File: src/rtl/sort_pkg.sv
// Shared types for the sequential odd-even transposition sorter.
package sort_pkg;

  typedef enum logic [1:0] {
    LOAD = 2'd0,
    SORT = 2'd1,
    OUT  = 2'd2
  } state_t;

endpackage

File: src/rtl/sort_oet_layer.sv
// One odd-even transposition layer: compare-exchange on even or odd pairs,
// larger value to the lower index. Element 0 lives in the MSB slice.
module sort_oet_layer #(
  parameter int NUM_VALS = 8,
  parameter int WIDTH    = 4
) (
  input  logic [NUM_VALS*WIDTH-1:0] vec_in,
  input  logic                      odd,
  output logic [NUM_VALS*WIDTH-1:0] vec_out
);

  logic [WIDTH-1:0] v [NUM_VALS];
  logic [WIDTH-1:0] r [NUM_VALS];

  // NOTE: every variable written in always_comb gets a default first, so no path can infer a latch.
  always_comb begin
    vec_out = '0;
    for (int i = 0; i < NUM_VALS; i++) begin
      v[i] = vec_in[(NUM_VALS-1-i)*WIDTH +: WIDTH];
    end
    r = v;
    // Strict less-than: equal neighbours never move, so the layer is stable.
    for (int k = 0; k < NUM_VALS - 1; k++) begin
      if ((((k % 2) == 1) == odd) && (v[k] < v[k+1])) begin
        r[k]   = v[k+1];
        r[k+1] = v[k];
      end
    end
    for (int i = 0; i < NUM_VALS; i++) begin
      vec_out[(NUM_VALS-1-i)*WIDTH +: WIDTH] = r[i];
    end
  end

endmodule

File: src/rtl/sort_seq_ctrl.sv
// Sequential sort controller: load NUM_VALS values, run NUM_VALS transposition
// passes in place, then stream the result out largest-first.
module sort_seq_ctrl #(
  parameter int NUM_VALS = 8,
  parameter int WIDTH    = 4
) (
  input  logic             clk,
  input  logic             rst,
  input  logic             in_valid,
  output logic             in_ready,
  input  logic [WIDTH-1:0] in_data,
  output logic             out_valid,
  input  logic             out_ready,
  output logic [WIDTH-1:0] out_data,
  output logic             out_last,
  output logic             busy
);

  import sort_pkg::*;

  localparam int                CNT_W = (NUM_VALS > 1) ? $clog2(NUM_VALS) : 1;
  localparam logic [CNT_W-1:0]  LAST  = CNT_W'(NUM_VALS - 1);

  state_t                    state, state_nxt;
  logic [CNT_W-1:0]          cnt, pass, idx;
  logic [NUM_VALS*WIDTH-1:0] vals, layer_out;

  // Pass parity selects the even or odd pair set.
  sort_oet_layer #(
    .NUM_VALS (NUM_VALS),
    .WIDTH    (WIDTH)
  ) u_layer (
    .vec_in  (vals),
    .odd     (pass[0]),
    .vec_out (layer_out)
  );

  // NOTE: sequential state uses non-blocking assignments so every register samples pre-edge values.
  always_ff @(posedge clk) begin
    if (rst) state <= LOAD;
    else     state <= state_nxt;
  end

  always_comb begin
    state_nxt = state;
    case (state)
      LOAD:    if (in_valid && cnt == LAST)  state_nxt = SORT;
      SORT:    if (pass == LAST)             state_nxt = OUT;
      OUT:     if (out_ready && idx == LAST) state_nxt = LOAD;
      default: state_nxt = LOAD;
    endcase
  end

  // NOTE: the value buffer is reset too, so a job aborted by rst can never leak old data.
  always_ff @(posedge clk) begin
    if (rst) begin
      vals <= '0;
      cnt  <= '0;
      pass <= '0;
      idx  <= '0;
    end else begin
      case (state)
        LOAD: if (in_valid) begin
          for (int i = 0; i < NUM_VALS; i++) begin
            if (cnt == CNT_W'(i)) vals[(NUM_VALS-1-i)*WIDTH +: WIDTH] <= in_data;
          end
          cnt <= (cnt == LAST) ? '0 : cnt + 1'b1;
        end
        SORT: begin
          vals <= layer_out;
          pass <= (pass == LAST) ? '0 : pass + 1'b1;
        end
        OUT: if (out_ready) idx <= (idx == LAST) ? '0 : idx + 1'b1;
        default: ;
      endcase
    end
  end

  always_comb begin
    in_ready  = 1'b0;
    out_valid = 1'b0;
    out_last  = 1'b0;
    out_data  = '0;
    case (state)
      LOAD: in_ready = 1'b1;
      OUT: begin
        out_valid = 1'b1;
        out_last  = (idx == LAST);
        for (int i = 0; i < NUM_VALS; i++) begin
          if (idx == CNT_W'(i)) out_data = vals[(NUM_VALS-1-i)*WIDTH +: WIDTH];
        end
      end
      default: ;
    endcase
  end

  assign busy = (state != LOAD);

endmodule

File: config.mk
export PLATFORM = sky130hd
export DESIGN_NAME = sort_seq_ctrl
export DESIGN_NICKNAME = d
export VERILOG_FILES = /design/src/rtl/sort_pkg.sv /design/src/rtl/sort_oet_layer.sv /design/src/rtl/sort_seq_ctrl.sv
export SDC_FILE = /design/constraint.sdc
export NUM_CORES = 1
export LEC_CHECK = 0
export ABC_AREA = 1
export CORE_ASPECT_RATIO = 0.7
export CORE_MARGIN = 8
export CORE_UTILIZATION = 25
export CTS_BUF_LIST = sky130_fd_sc_hd__clkbuf_4 sky130_fd_sc_hd__clkbuf_8
export DETAILED_ROUTE_END_ITERATION = 12
export PLACE_DENSITY = 0.39
export SKIP_CTS_REPAIR_TIMING = 1
export SYNTH_ARGS = -nofsm -noshare
export SYNTH_HDL_FRONTEND = slang
export SYNTH_SLANG_ARGS = --single-unit
File: constraint.sdc
create_clock -name clk -period 1.8 [get_ports clk]
set_input_delay 0.18 -clock clk [delete_from_list [all_inputs] [get_ports clk]]
set_output_delay 0.18 -clock clk [all_outputs]
set_load 0.1 [all_outputs]
# Yosys cells after proc, flatten, opt, wreduce, memory -nomap -nowiden
# Index checks and enable logic that the tools add are counted.
[op_classes]
n_addsub = 3
n_lt_le_gt_ge = 7
eq_ne = 37
mux = 36
bitwise = 1
n_reduce_logical = 25
[op_table]
columns = ["op", "n"]
rows = [
  ["4-bit two-way mux", 17],
  ["32-bit case mux with 2 select lines", 1],
  ["8-bit two-way mux", 7],
  ["32-bit two-way mux", 1],
  ["4-bit AND reduction", 8],
  ["4-bit < comparator", 7],
  ["3-bit equality test, second input constant", 9],
  ["2-bit inequality test, second input constant", 12],
  ["3-bit by 1-bit inequality test with 1-bit output, second input constant", 6],
  ["3-bit by 2-bit equality test with 1-bit output, second input constant", 4],
  ["3-bit by 1-bit adder with 3-bit output, second input constant", 3],
  ["1-bit logical AND", 9],
  ["3-bit two-way mux", 3],
  ["3-bit by 1-bit equality test with 1-bit output, second input constant", 2],
  ["3-bit zero test", 2],
  ["2-bit two-way mux", 3],
  ["2-bit case mux with 3 select lines", 1],
  ["2-bit by 1-bit inequality test with 1-bit output, second input constant", 2],
  ["2-bit AND reduction", 2],
  ["2-bit nonzero test", 2],
  ["1-bit two-way mux", 3],
  ["3-bit AND reduction", 1],
  ["2-bit by 1-bit equality test with 1-bit output, second input constant", 1],
  ["2-bit equality test, second input constant", 1],
  ["other kinds (2)", 2],
]
[totals]
regBits = 43
input_bits = 8
out_inout_bits = 8
word_cells = 121

# Depth between registers and ports, before layout
[depth]
ltp_word = 10
depth_mapped = 12
ltp_nobuf = 12

# Modules after synthesis
# Synthesis repeated with hierarchy kept, for this count alone.
[hier_totals]
hier_cells = 627
area_unflattened_um2 = 3751.1
[by_module_without_submodules]
columns = ["module", "instances", "cells_each", "area_each_um2", "seq_area_each_um2"]
rows = [
  ["sort_seq_ctrl", 1, 356, 2386.0, 860.8],
  ["sort_oet_layer", 1, 271, 1365.1, 0.0],
]

# Worst setup path before layout
# OpenSTA, ideal clock, no wires.
[synth_path]
path_kind = "register to output"
from = "register state[1]"
to = "output out_data[0]"
t_arrival_ns = 3.582
setup_slack_ns = -1.962
path_stages_with_launch = 5
path_buffers = 0
path_cell_list = "dfxtp_1 inv_2 nor2_1 o21ai_0 a21oi_1"
[synth_via]
elab_chain_len = 2
[synth_lines]
columns = ["item", "line", "source"]
rows = [
  ["start, declared", "sort_seq_ctrl.sv:24", "state_t state, state_nxt;"],
  ["start signal, assigned", "sort_seq_ctrl.sv:41", "else state <= state_nxt;"],
  ["2-bit equality test", "sort_seq_ctrl.sv:84", "case (state)"],
  ["4-bit two-way mux", "sort_seq_ctrl.sv:84", ""],
  ["end, declared", "sort_seq_ctrl.sv:14", "output logic [WIDTH-1:0] out_data,"],
]
# Every way passes these cells.

# Worst setup path after layout
[layout_path]
from = "register idx[0]"
to = "output out_data[2]"
[layout_via]
elab_chain_len = 10
word_cells_on_any_way = 17
cone_classes = "eq/ne (7); mux (9); reduce/logical (1)"
[layout_lines]
columns = ["item", "line", "source"]
rows = [
  ["start, declared", "sort_seq_ctrl.sv:25", "logic [CNT_W-1:0] cnt, pass, idx;"],
  ["start signal, assigned", "sort_seq_ctrl.sv:73", "OUT: if (out_ready) idx <= (idx == LAST) ? '0 : idx + 1'b1;"],
  ["3-bit zero test", "sort_seq_ctrl.sv:90", "if (idx == CNT_W'(i)) out_data = vals[(NUM_VALS-1-i)*WIDTH +: WIDTH];"],
  ["4-bit two-way mux (7 in a row)", "sort_seq_ctrl.sv:90", ""],
  ["4-bit two-way mux (*)", "sort_seq_ctrl.sv:90", ""],
  ["4-bit two-way mux (*)", "sort_seq_ctrl.sv:84", ""],
]
# Mark *: on every way between the ends. The rest lies on a longest branch, timed or not.

==> results.py <==
metrics = {
    "logic_synthesis": {
        "yosysWarnings": 0,
        "netlist_area_sq_um": 3790,
        "synth_cells": 604,
        "synth.largest_area_cell": "dfxtp_1",
        "ys_types": 28,
        "seq_area_frac_synth_pct": 22.7,
        "syn-num-nets": 647,
        "synth_area_per_cell_sq_um": 6.27,
        "ys_ff_latch": 43,
        "netlist_top_cells_area": "dfxtp_1 23%, nand2_1 14%, ha_1 12%, nor2_1 9.3%, inv_1 8.3%",
        "yosys.area.top_type_share_pct": 22.7,
    },
    "grt": {
        "grt_pass1_wl_mm": 20.9,
        "gr-total-overflow": 0,
        "track_usage_pct": 13.8,
        "first_global_vias": 3827,
        "grt_max_degree": 25,
        "antenna_found_initial": 0,
    },
    "layout": {
        "synthToLayoutAreaGrowth_pct": 30.6,
        "antennaDiodeCount": 0,
        "layout.nets": 705,
        "drive_above_1_share_pct": 24.4,
        "fillers": 1601,
    },
    "place": {
        "place_congestion": 0.835,
        "io_buffers": 15,
        "dp_hpwl_mm": 10.2,
    },
    "floorplan": {
        "ioPinCount": 16,
        "initial_core_util_pct": 25.6,
        "die_h_um": 119,
        "die_x_um": 163,
        "core_region_area_sq_um": 14800,
        "rows": 37,
        "dieArea_sq_um": 19400,
    },
    "detailed_routing": {
        "post_drt_via_cell_ratio": 4.59,
        "post-route-drc-count": 0,
        "via_count": 3936,
        "post_drt_wl_per_cell_um": 15.2,
        "wl_mm": 13.0,
        "drtPass1Iterations": 5,
        "drt_iter0_markers": 277,
        "final_antenna_net_count": 0,
    },
    "timing": {
        "slew_viol_final": 0,
        "clock.fmax_mhz": 476,
        "hold_slack_ps": 477,
        "tightest_slew_ps": 500,
        "finalHoldViolCount": 0,
        "fin_skew_ps": 14.1,
        "fin_crit_sh_pct": 117,
        "min_period_ps": 2100,
        "rsz0062_at_grt": "yes",
        "setup_tns_ps": -1220,
        "maxSlewHeadroom_pct": 66.3,
        "fin_ws_ps": -300,
        "finalSetupViolations": 5,
    },
    "power": {
        "ir_drop_mv": 0.253,
        "p_per_area_nw_per_um2": 482,
        "leakagePower_nw": 2.18,
    },
    "clocking": {
        "path_clk_slew_ps": 90,
        "clkLatencyLatePin_ps": 320,
        "root_buffer": "clkbuf_8",
        "htree_levels": 2,
        "clock_sink_count": 43,
        "cts_tree": "built",
        "numCtsBuffers": 5,
        "cts_max_path_buffers": 2,
    },
    "run_status": {
        "failed_checks": "setup timing",
        "status": "finished with violations",
    },
    "worst_hold_path": {
        "hold_path_class": "reg -> reg",
    },
    "critical_path": {
        "crit_path_max_fanout": 4,
        "crit_path_start_kind": "register",
        "r2r_slack_ps": 130,
        "cp.arrival_ps": 1920,
        "path_class": "reg -> out",
        "end_kind": "output pin",
        "cp.required_ps": 1620,
    },
    "run": {
        "maxCapViolCount": 0,
    },
}
==> cell usage in the layout, fill, tap and decap left out, types with 2 or more instances in the layout <==
| master | instances |
|---|---|
| a211oi_1 | 3 |
| a21oi_1 | 19 |
| a21oi_2 | 7 |
| a21oi_4 | 10 |
| buf_12 | 9 |
| buf_4 | 46 |
| buf_6 | 2 |
| clkbuf_8 | 5 |
| clkdlybuf4s50_1 | 7 |
| dfxtp_1 | 35 |
| dfxtp_2 | 5 |
| dfxtp_4 | 3 |
| ha_1 | 29 |
| ha_2 | 2 |
| ha_4 | 4 |
| inv_1 | 75 |
| inv_2 | 16 |
| inv_4 | 3 |
| nand2_1 | 136 |
| nand2_2 | 13 |
| nand2_4 | 6 |
| nand3_1 | 35 |
| nand3_2 | 10 |
| nand3_4 | 3 |
| nand4_1 | 37 |
| nor2_1 | 90 |
| nor2_2 | 2 |
| nor2_4 | 7 |
| nor2_8 | 2 |
| o21ai_0 | 30 |
| o21ai_1 | 4 |
==> routing by layer <==
metal | global-route usage, % | wire length [um] | share of wire (%)
met1 | 21.4 | 7260 | 56
met2 | 18.4 | 4870 | 37
met3 | 3.23 | 769 | 5.9
met4 | 2.69 | 134 | 1.0
met5 | 0 | 0 | 0
==> where the power goes <==
group,switching [mW],internal [mW]
registers,0.0430,0.988
logic,0.430,0.247
clock network,0.389,0.288
==> logic make-up after synthesis <==
group | synth area share (%)
AND/OR/NAND/NOR | 42.6
buffers and inverters | 12.2
AO/OA/AOI/OAI | 11.0
flip-flops | 22.7
adder cells (fa/ha/maj) | 11.6
==> Yosys cell counts <==
cell,number
nand2_1,142
nor2_1,94
inv_1,84
dfxtp_1,43
nand3_1,39
nand4_1,37
ha_1,35
o21ai_0,35
a21oi_1,28
nand2_2,12
inv_2,9
a21oi_2,7
buf_2,6
nand3_2,6
buf_4,4
a211oi_1,3
nor2_4,3
buf_6,2
clkbuf_1,2
nand2_4,2
nand3_4,2
nor2_2,2
nor2_8,2
a21oi_4,1
clkinv_1,1
inv_4,1
inv_8,1
nand4_4,1
==> sequential cells by signal, summed over array words and instances, names as in the netlist <==
register / flops
pass: 3
idx: 3
cnt: 3
vals: 32
state: 2
==> worst paths after layout <==
kind,from,endpoint,cells past startpoint
max reg2reg,vals[3]$_SDFFE_PP0P_,vals[7]$_SDFFE_PP0P_,10
min reg2reg,pass[1]$_SDFFE_PP0P_,pass[1]$_SDFFE_PP0P_,2
min,pass[1]$_SDFFE_PP0P_,pass[1]$_SDFFE_PP0P_,2
max,idx[0]$_SDFFE_PP0P_,out_data[2],13
==> stage by stage <==
| step | power (mW) | instances | worst slack, ps | cell area, sq um | util (%) |
|---|---|---|---|---|---|
| 2_1_floorplan | 1.45 | 604 | -197 | 3850 | - |
| 3_3_place_gp | 1.67 | 847 | -39.4 | 4600 | 31.1 |
| 3_5_place_dp | 1.67 | 847 | -56.9 | 4600 | 31.1 |
| 4_1_cts | 2.36 | 855 | -426 | 4690 | 31.7 |
| 5_1_grt | 2.57 | 858 | -446 | 4950 | 33.5 |
| 6_report | 2.38 | 858 | -300 | 4950 | 33.5 |
==> area by class of cell <==
cell class | count | area, sq um | area share [%]
Multi-Input combinational cell | 452 | 2740 | 55.4
Sequential cell | 43 | 878 | 17.8
Timing Repair Buffer | 64 | 618 | 12.5
Inverter | 96 | 375 | 7.59
Tap cell | 195 | 244 | 4.93
Clock buffer | 6 | 76.3 | 1.54
Clock inverter | 2 | 12.5 | 0.253
==> worst max-delay path, stage by stage (launching register included) <==
cell	delay, ps
dfxtp_4	380
inv_4	70
ha_4	130
inv_2	40
nor2_4	140
nand3_2	80
o21ai_1	90
nand2_1	70
nand2_1	60
nand2_1	50
nand2_1	80
nand2_2	60
a21oi_4	170
buf_12	190
Note: power is estimated with default switching activity, not from simulation.
